### config.mk
export PLATFORM = sky130hd
export DESIGN_NAME = apb_slave_regfile
export DESIGN_NICKNAME = d
export VERILOG_FILES = /design/src/rtl/apb_slave_pkg.sv /design/src/rtl/apb_slave_waitgen.sv /design/src/rtl/apb_slave_regfile.sv
export SDC_FILE = /design/constraint.sdc
export NUM_CORES = 1
export LEC_CHECK = 0
export BUFFER_PORTS_ARGS = -buffer_cell sky130_fd_sc_hd__buf_2
export CAP_MARGIN = 10
export CORE_UTILIZATION = 55
export DETAILED_ROUTE_END_ITERATION = 10
export PLACE_DENSITY_LB_ADDON = 0.05
export SYNTH_ARGS = -nofsm -noshare
export SYNTH_HDL_FRONTEND = slang
export SYNTH_SLANG_ARGS = --single-unit
### constraint.sdc
create_clock -name PCLK -period 3.4 [get_ports PCLK]
set_input_delay 0.34 -clock PCLK [delete_from_list [all_inputs] [get_ports PCLK]]
set_output_delay 0.34 -clock PCLK [all_outputs]
set_load 0.02 [all_outputs]
### src/rtl/apb_slave_pkg.sv
// Shared types and constants for the APB register-file responder.
// Optional PSLVERR support is controlled by APB_SLAVE_PSLVERR_EN in the top.
package apb_slave_pkg;

  // Transfer sequencing states of the wait-state generator.
  typedef enum logic [1:0] {
    IDLE = 2'd0,
    WAIT = 2'd1,
    RESP = 2'd2
  } apb_slv_state_e;

  // Byte offsets within the 4 KiB window (PADDR[11:0]).
  localparam logic [11:0] OFS_CTRL   = 12'h000;
  localparam logic [11:0] OFS_DATA   = 12'h004;
  localparam logic [11:0] OFS_STATUS = 12'h008;
  localparam logic [11:0] OFS_WCNT   = 12'h00C;

  // Decoded register selector; REG_NONE covers unmapped and unaligned offsets.
  typedef enum logic [2:0] {
    REG_CTRL   = 3'd0,
    REG_DATA   = 3'd1,
    REG_STATUS = 3'd2,
    REG_WCNT   = 3'd3,
    REG_NONE   = 3'd4
  } apb_reg_e;

  // Full 12-bit compare, so any offset with PADDR[1:0]!=0 falls to REG_NONE.
  function automatic apb_reg_e decode_ofs(input logic [11:0] ofs);
    apb_reg_e r;
    case (ofs)
      OFS_CTRL:   r = REG_CTRL;
      OFS_DATA:   r = REG_DATA;
      OFS_STATUS: r = REG_STATUS;
      OFS_WCNT:   r = REG_WCNT;
      default:    r = REG_NONE;
    endcase
    return r;
  endfunction

endpackage

### src/rtl/apb_slave_waitgen.sv
// Transfer FSM and wait-state counter: turns PSEL/PENABLE into a registered
// PREADY pulse and a commit strobe that marks the response cycle.
module apb_slave_waitgen
  import apb_slave_pkg::*;
#(
  parameter int unsigned WAIT_STATES = 1
) (
  input  logic clk_i,
  input  logic rst_ni,
  input  logic psel_i,
  input  logic penable_i,
  output logic ready_o,
  output logic commit_o
);

  localparam logic [3:0] WAIT_INIT = 4'(WAIT_STATES);

  apb_slv_state_e state_q, state_d;
  logic [3:0]     cnt_q, cnt_d;
  logic           ready_q, ready_d;

  // Next-state logic: setup -> wait countdown -> single response cycle.
  always_comb begin
    state_d = state_q;
    cnt_d   = cnt_q;
    case (state_q)
      IDLE: begin
        // PSEL with PENABLE already high means the setup phase was missed.
        if (psel_i && !penable_i) begin
          state_d = WAIT;
          cnt_d   = WAIT_INIT;
        end
      end
      WAIT: begin
        if (!psel_i) begin
          state_d = IDLE;
          cnt_d   = '0;
        end else if (cnt_q == '0) begin
          state_d = RESP;
        end else begin
          cnt_d = cnt_q - 4'd1;
        end
      end
      RESP:    state_d = IDLE;
      default: state_d = IDLE;
    endcase
  end

  // PREADY is a flop loaded on entry to RESP, so it is high for exactly that cycle.
  always_comb begin
    ready_d = (state_d == RESP);
  end

  // State, counter and PREADY registers.
  always_ff @(posedge clk_i or negedge rst_ni) begin
    if (!rst_ni) begin
      state_q <= IDLE;
      cnt_q   <= '0;
      ready_q <= 1'b0;
    end else begin
      state_q <= state_d;
      cnt_q   <= cnt_d;
      ready_q <= ready_d;
    end
  end

  assign ready_o  = ready_q;
  assign commit_o = ready_q;

endmodule

### src/rtl/apb_slave_regfile.sv
// APB responder with a 4-word register file (CTRL, DATA, STATUS, WCNT) and
// configurable wait states. Define APB_SLAVE_PSLVERR_EN to add the PSLVERR
// port and error responses for unmapped/unaligned offsets and STATUS writes.
module apb_slave_regfile
  import apb_slave_pkg::*;
#(
  parameter int unsigned WAIT_STATES = 1,
  parameter logic [31:0] RESET_CTRL  = 32'h0000_0000
) (
  input  logic        PCLK,
  input  logic        PRESET,
  input  logic [31:0] PADDR,
  input  logic        PWRITE,
  input  logic        PENABLE,
  input  logic        PSEL,
  input  logic [31:0] PWDATA,
  output logic [31:0] PRDATA,
  output logic        PREADY,
`ifdef APB_SLAVE_PSLVERR_EN
  output logic        PSLVERR,
`endif
  input  logic [31:0] status_i,
  output logic [31:0] ctrl_o,
  output logic [31:0] data_o,
  output logic        data_wr_o
);

  logic        ready;
  logic        commit;
  apb_reg_e    sel_reg;
  logic        wr_commit;
  logic [31:0] rd_mux;

  logic [31:0] ctrl_q, ctrl_d;
  logic [31:0] data_q, data_d;
  logic [31:0] wcnt_q, wcnt_d;
  logic        data_wr_q, data_wr_d;

  // Only the low 12 address bits are decoded.
  logic unused_paddr_hi;
  assign unused_paddr_hi = ^PADDR[31:12];

  apb_slave_waitgen #(
    .WAIT_STATES (WAIT_STATES)
  ) u_waitgen (
    .clk_i     (PCLK),
    .rst_ni    (PRESET),
    .psel_i    (PSEL),
    .penable_i (PENABLE),
    .ready_o   (ready),
    .commit_o  (commit)
  );

  assign sel_reg   = decode_ofs(PADDR[11:0]);
  assign wr_commit = commit && PSEL && PWRITE;

  // Register-file next state; address and data are taken from the response cycle.
  always_comb begin
    ctrl_d    = ctrl_q;
    data_d    = data_q;
    wcnt_d    = wcnt_q;
    data_wr_d = 1'b0;
    if (wr_commit) begin
      case (sel_reg)
        REG_CTRL: ctrl_d = PWDATA;
        REG_DATA: begin
          data_d    = PWDATA;
          wcnt_d    = wcnt_q + 32'd1;
          data_wr_d = 1'b1;
        end
        REG_WCNT: wcnt_d = '0;
        default:  ;
      endcase
    end
  end

  // Register-file state; a reset mid-transfer drops any write not yet committed.
  always_ff @(posedge PCLK or negedge PRESET) begin
    if (!PRESET) begin
      ctrl_q    <= RESET_CTRL;
      data_q    <= '0;
      wcnt_q    <= '0;
      data_wr_q <= 1'b0;
    end else begin
      ctrl_q    <= ctrl_d;
      data_q    <= data_d;
      wcnt_q    <= wcnt_d;
      data_wr_q <= data_wr_d;
    end
  end

  // Read mux; STATUS is the live input as seen during the response cycle.
  always_comb begin
    case (sel_reg)
      REG_CTRL:   rd_mux = ctrl_q;
      REG_DATA:   rd_mux = data_q;
      REG_STATUS: rd_mux = status_i;
      REG_WCNT:   rd_mux = wcnt_q;
      default:    rd_mux = '0;
    endcase
  end

  // Read data is driven only in the response cycle of a read.
  always_comb begin
    PRDATA = (ready && !PWRITE) ? rd_mux : '0;
  end

`ifdef APB_SLAVE_PSLVERR_EN
  // Error response for unmapped/unaligned offsets and STATUS writes.
  always_comb begin
    PSLVERR = ready && ((sel_reg == REG_NONE) ||
                        ((sel_reg == REG_STATUS) && PWRITE));
  end
`endif

  assign PREADY    = ready;
  assign ctrl_o    = ctrl_q;
  assign data_o    = data_q;
  assign data_wr_o = data_wr_q;

endmodule

==> flow_metrics.env <==
export IMPL_path_max_fanout=33
export IMPL_relSlewSlack=0.323
export IMPL_max_stage_delay_ns=0.69
export IMPL_antenna_found_initial=1
export IMPL_die_area_um2=11000
export IMPL_vias_per_cell=5.91
export IMPL_async_reset_ff_frac=1.00
export IMPL_criticalPathCategory="flop to flop"
export IMPL_layout_setup_ws_ns=0.947
export IMPL_cap_violations=0
export IMPL_synth_edf_count=0
export IMPL_finalCriticalPeriod_ns=2.45
export IMPL_insertion_delay_ns=0.36
export IMPL_critPathTopFamily="simple AND/OR/NAND/NOR gates"
export IMPL_cp_cell_sequence="nor4b_4 -> nand4_2 -> nand2b_1 -> inv_2 -> mux2_2"
export IMPL_synth_top_family_by_area="multiplexers"
export IMPL_grt_busiest_layer="met2"
export IMPL_clockRootBuffer="clkbuf_8"
export IMPL_yosys_area_top_type_share=0.448
export IMPL_nNetsFinal=738
export IMPL_place_ws_ns=0.731
export IMPL_synth_ff_latch_count=104
export IMPL_drive_gt1_frac=0.482
export IMPL_gr_usage_all_layers=0.263
export IMPL_p_per_area_nw_per_um2=322
export IMPL_finalPower_w=0.00224
export IMPL_grtUsageMet1=0.347
export IMPL_arrival_ns=2.69
export IMPL_holdWs_ns=0.141
export IMPL_yosysWarnings=0
export IMPL_fin_skew_ns=0.0139
export IMPL_place_gp_congestion=0.796
export IMPL_postSynthCellCount=469
export IMPL_dpl_hpwl_um=9680
export IMPL_ant_nets=0
export IMPL_synthFlopType="dfrtp_1"
export IMPL_n_antenna_cell=0
export IMPL_grt_max_degree=80
export IMPL_synth_fa_ha_area_frac=0.00646
export IMPL_period_share=0.721
export IMPL_synth_mux_area_frac=0.274
export IMPL_grt_met2_usage=0.443
export IMPL_cts_tree="yes"
export IMPL_avgSynthCellArea_um2=12.4
export IMPL_dr_pass1_iters=4
export IMPL_ys_types=42
export IMPL_rows=37
export IMPL_drc=0
export IMPL_finalHoldViolations=0
export IMPL_setup_viol_count_final=0
export IMPL_max_freq_ghz=0.408
export IMPL_fp_dieH_um=105
export IMPL_clockBufferDepth=2
export IMPL_vdd_drop_max_mv=0.216
export IMPL_cts_clk_slew_worst_paths_ns=0.10
export IMPL_grt_use_met3=0.0455
export IMPL_cts_resized=0
export IMPL_grt_pass1_wl_um=22700
export IMPL_synth_top_area_cell="dfrtp_1"
export IMPL_synth_area_leaders="dfrtp_1, mux4_2, mux2_4, mux2_2, nor2b_1"
export IMPL_cts_sinks=104
export IMPL_grt_pass1_vias=4554
export IMPL_initial_utilization=0.565
export IMPL_port_buffers=178
export IMPL_startpoint_type="flop"
export IMPL_overflow=0
export IMPL_synth_compound_area_frac=0.0784
export IMPL_drt_wl_total_um=13800
export IMPL_yosys_cell_count_top_type="dfrtp_1"
export IMPL_ios=199
export IMPL_min_path_type="primary input to asynchronous set/reset pin"
export IMPL_drt_iter0_drc=215
export IMPL_postCtsSetupBuffers=0
export IMPL_endpoint_kind="flop"
export IMPL_syn_to_final_growth_pct=19.9
export IMPL_chipWidth_um=105
export IMPL_syn_area_um2=5810
export IMPL_core_um2=10300
export IMPL_finalInstanceArea_um2=6970
export IMPL_post_dp_cell_area_um2=6780
export IMPL_status="completed"
export IMPL_path_buf_inv=1
export IMPL_p_leak_nw=3.50
export IMPL_synth_xor_area_frac=0
export IMPL_synthSimpleGateAreaFrac=0.157
export IMPL_cp_data_required_time_ns=3.64
export IMPL_ctsHoldBuffers=0
export IMPL_ys_seq_area_frac=0.448
export IMPL_wl_per_cell_um=17.9
export IMPL_drv_slew=0
export IMPL_via_count=4569
export IMPL_setup_tns_ns=0
export IMPL_tightest_slew_ns=1.02
export IMPL_cts_htree_levels=3
export IMPL_cts_made_buffers=9
export IMPL_synthTopCellsByCount="dfrtp_1, mux2_2, nor2b_1"
export IMPL_syn_nets=573
export IMPL_slowest_stage="inv_2"
export IMPL_rsz0062_at_grt="false"
## cells in the final DEF, fill, tap and decap left out, types with 2 or more instances in the layout
cell / count
and2_1: 2
mux2_4: 30
nand2b_1: 2
nand2_1: 18
buf_4: 11
and3_1: 11
dfrtp_1: 104
or3_1: 4
buf_2: 177
o21bai_1: 3
or4_1: 20
a31oi_1: 2
mux2_2: 34
nor2_1: 9
mux2i_1: 4
o21ai_0: 17
mux4_2: 32
ha_1: 3
inv_1: 8
o31ai_1: 25
nand4_1: 11
and4_1: 9
nor4_2: 2
clkbuf_8: 10
nor2b_1: 34
nor4_1: 3
nand3_1: 11
a21oi_1: 26
## sequential cells by signal (all words and copies together), names as in the netlist
name                flops
data_o                 32
u_waitgen.state_q       2
data_wr_o               1
u_waitgen.commit_o      1
ctrl_o                 32
u_waitgen.cnt_q         4
wcnt_q                 32
## worst register-to-register path, cell delays in order, from the launching register on
cell and delay [ns]:
dfrtp_1 0.35, nor4b_4 0.37, nand4_2 0.14, nand2b_1 0.36
inv_2 0.70, mux2_2 0.42
## where the power goes
group / switching (W) / internal [W] / leakage [nW]
registers: 0.0000123 / 0.00125 / 1.44
logic: 0.000106 / 0.000100 / 1.97
clock network: 0.000415 / 0.000357 / 0.0948
total: 0.000534 / 0.00171 / 3.50
## final timing paths
path / slack (ns) / depth (start not counted) / start / to
setup reg to reg: 0.95 / 5 / u_waitgen.commit_o / data_o[29]
max in group asynchronous: 2.44 / 2 / PRESET / ctrl_o[13]
min in group PCLK: 0.21 / 2 / PWDATA[0] / ctrl_o[0]
hold / removal: 0.14 / 1 / PRESET / ctrl_o[25]
setup / recovery: 0.95 / 5 / u_waitgen.commit_o / data_o[29]
hold reg to reg: 0.50 / 2 / u_waitgen.cnt_q[1] / u_waitgen.cnt_q[1]
## stage by stage
step                 util  std cells
finish              0.678        773
global route        0.678        773
CTS                 0.678        773
detailed placement  0.659        759
global placement    0.659        759
floorplan               -        469
## metal layers
| layer | vias to the layer above | wire [µm] |
|---|---|---|
| met2 | 140 | 7100 |
| met3 | 18 | 671 |
| met5 | - | 10 |
| met4 | 2 | 231 |
| li1 | 2114 | - |
| met1 | 2295 | 5820 |
## cells by family after synthesis
family | Yosys count
AOI/OAI and AO/OA | 75
adders and majority gates | 3
buffers and inverters | 44
DFF | 104
muxes | 100
and+or+nand+nor | 143
## layout make-up
class / instances / area (µm²)
Sequential cell: 104 / 2600
Fill cell: 839 / 3310
Timing Repair Buffer: 188 / 968
Clock buffer: 10 / 138
Clock inverter: 4 / 55.1
Tap cell: 136 / 170
Inverter: 10 / 37.5
Multi-Input combinational cell: 321 / 3000
No activity file was read; power rests on OpenSTA's default activity.
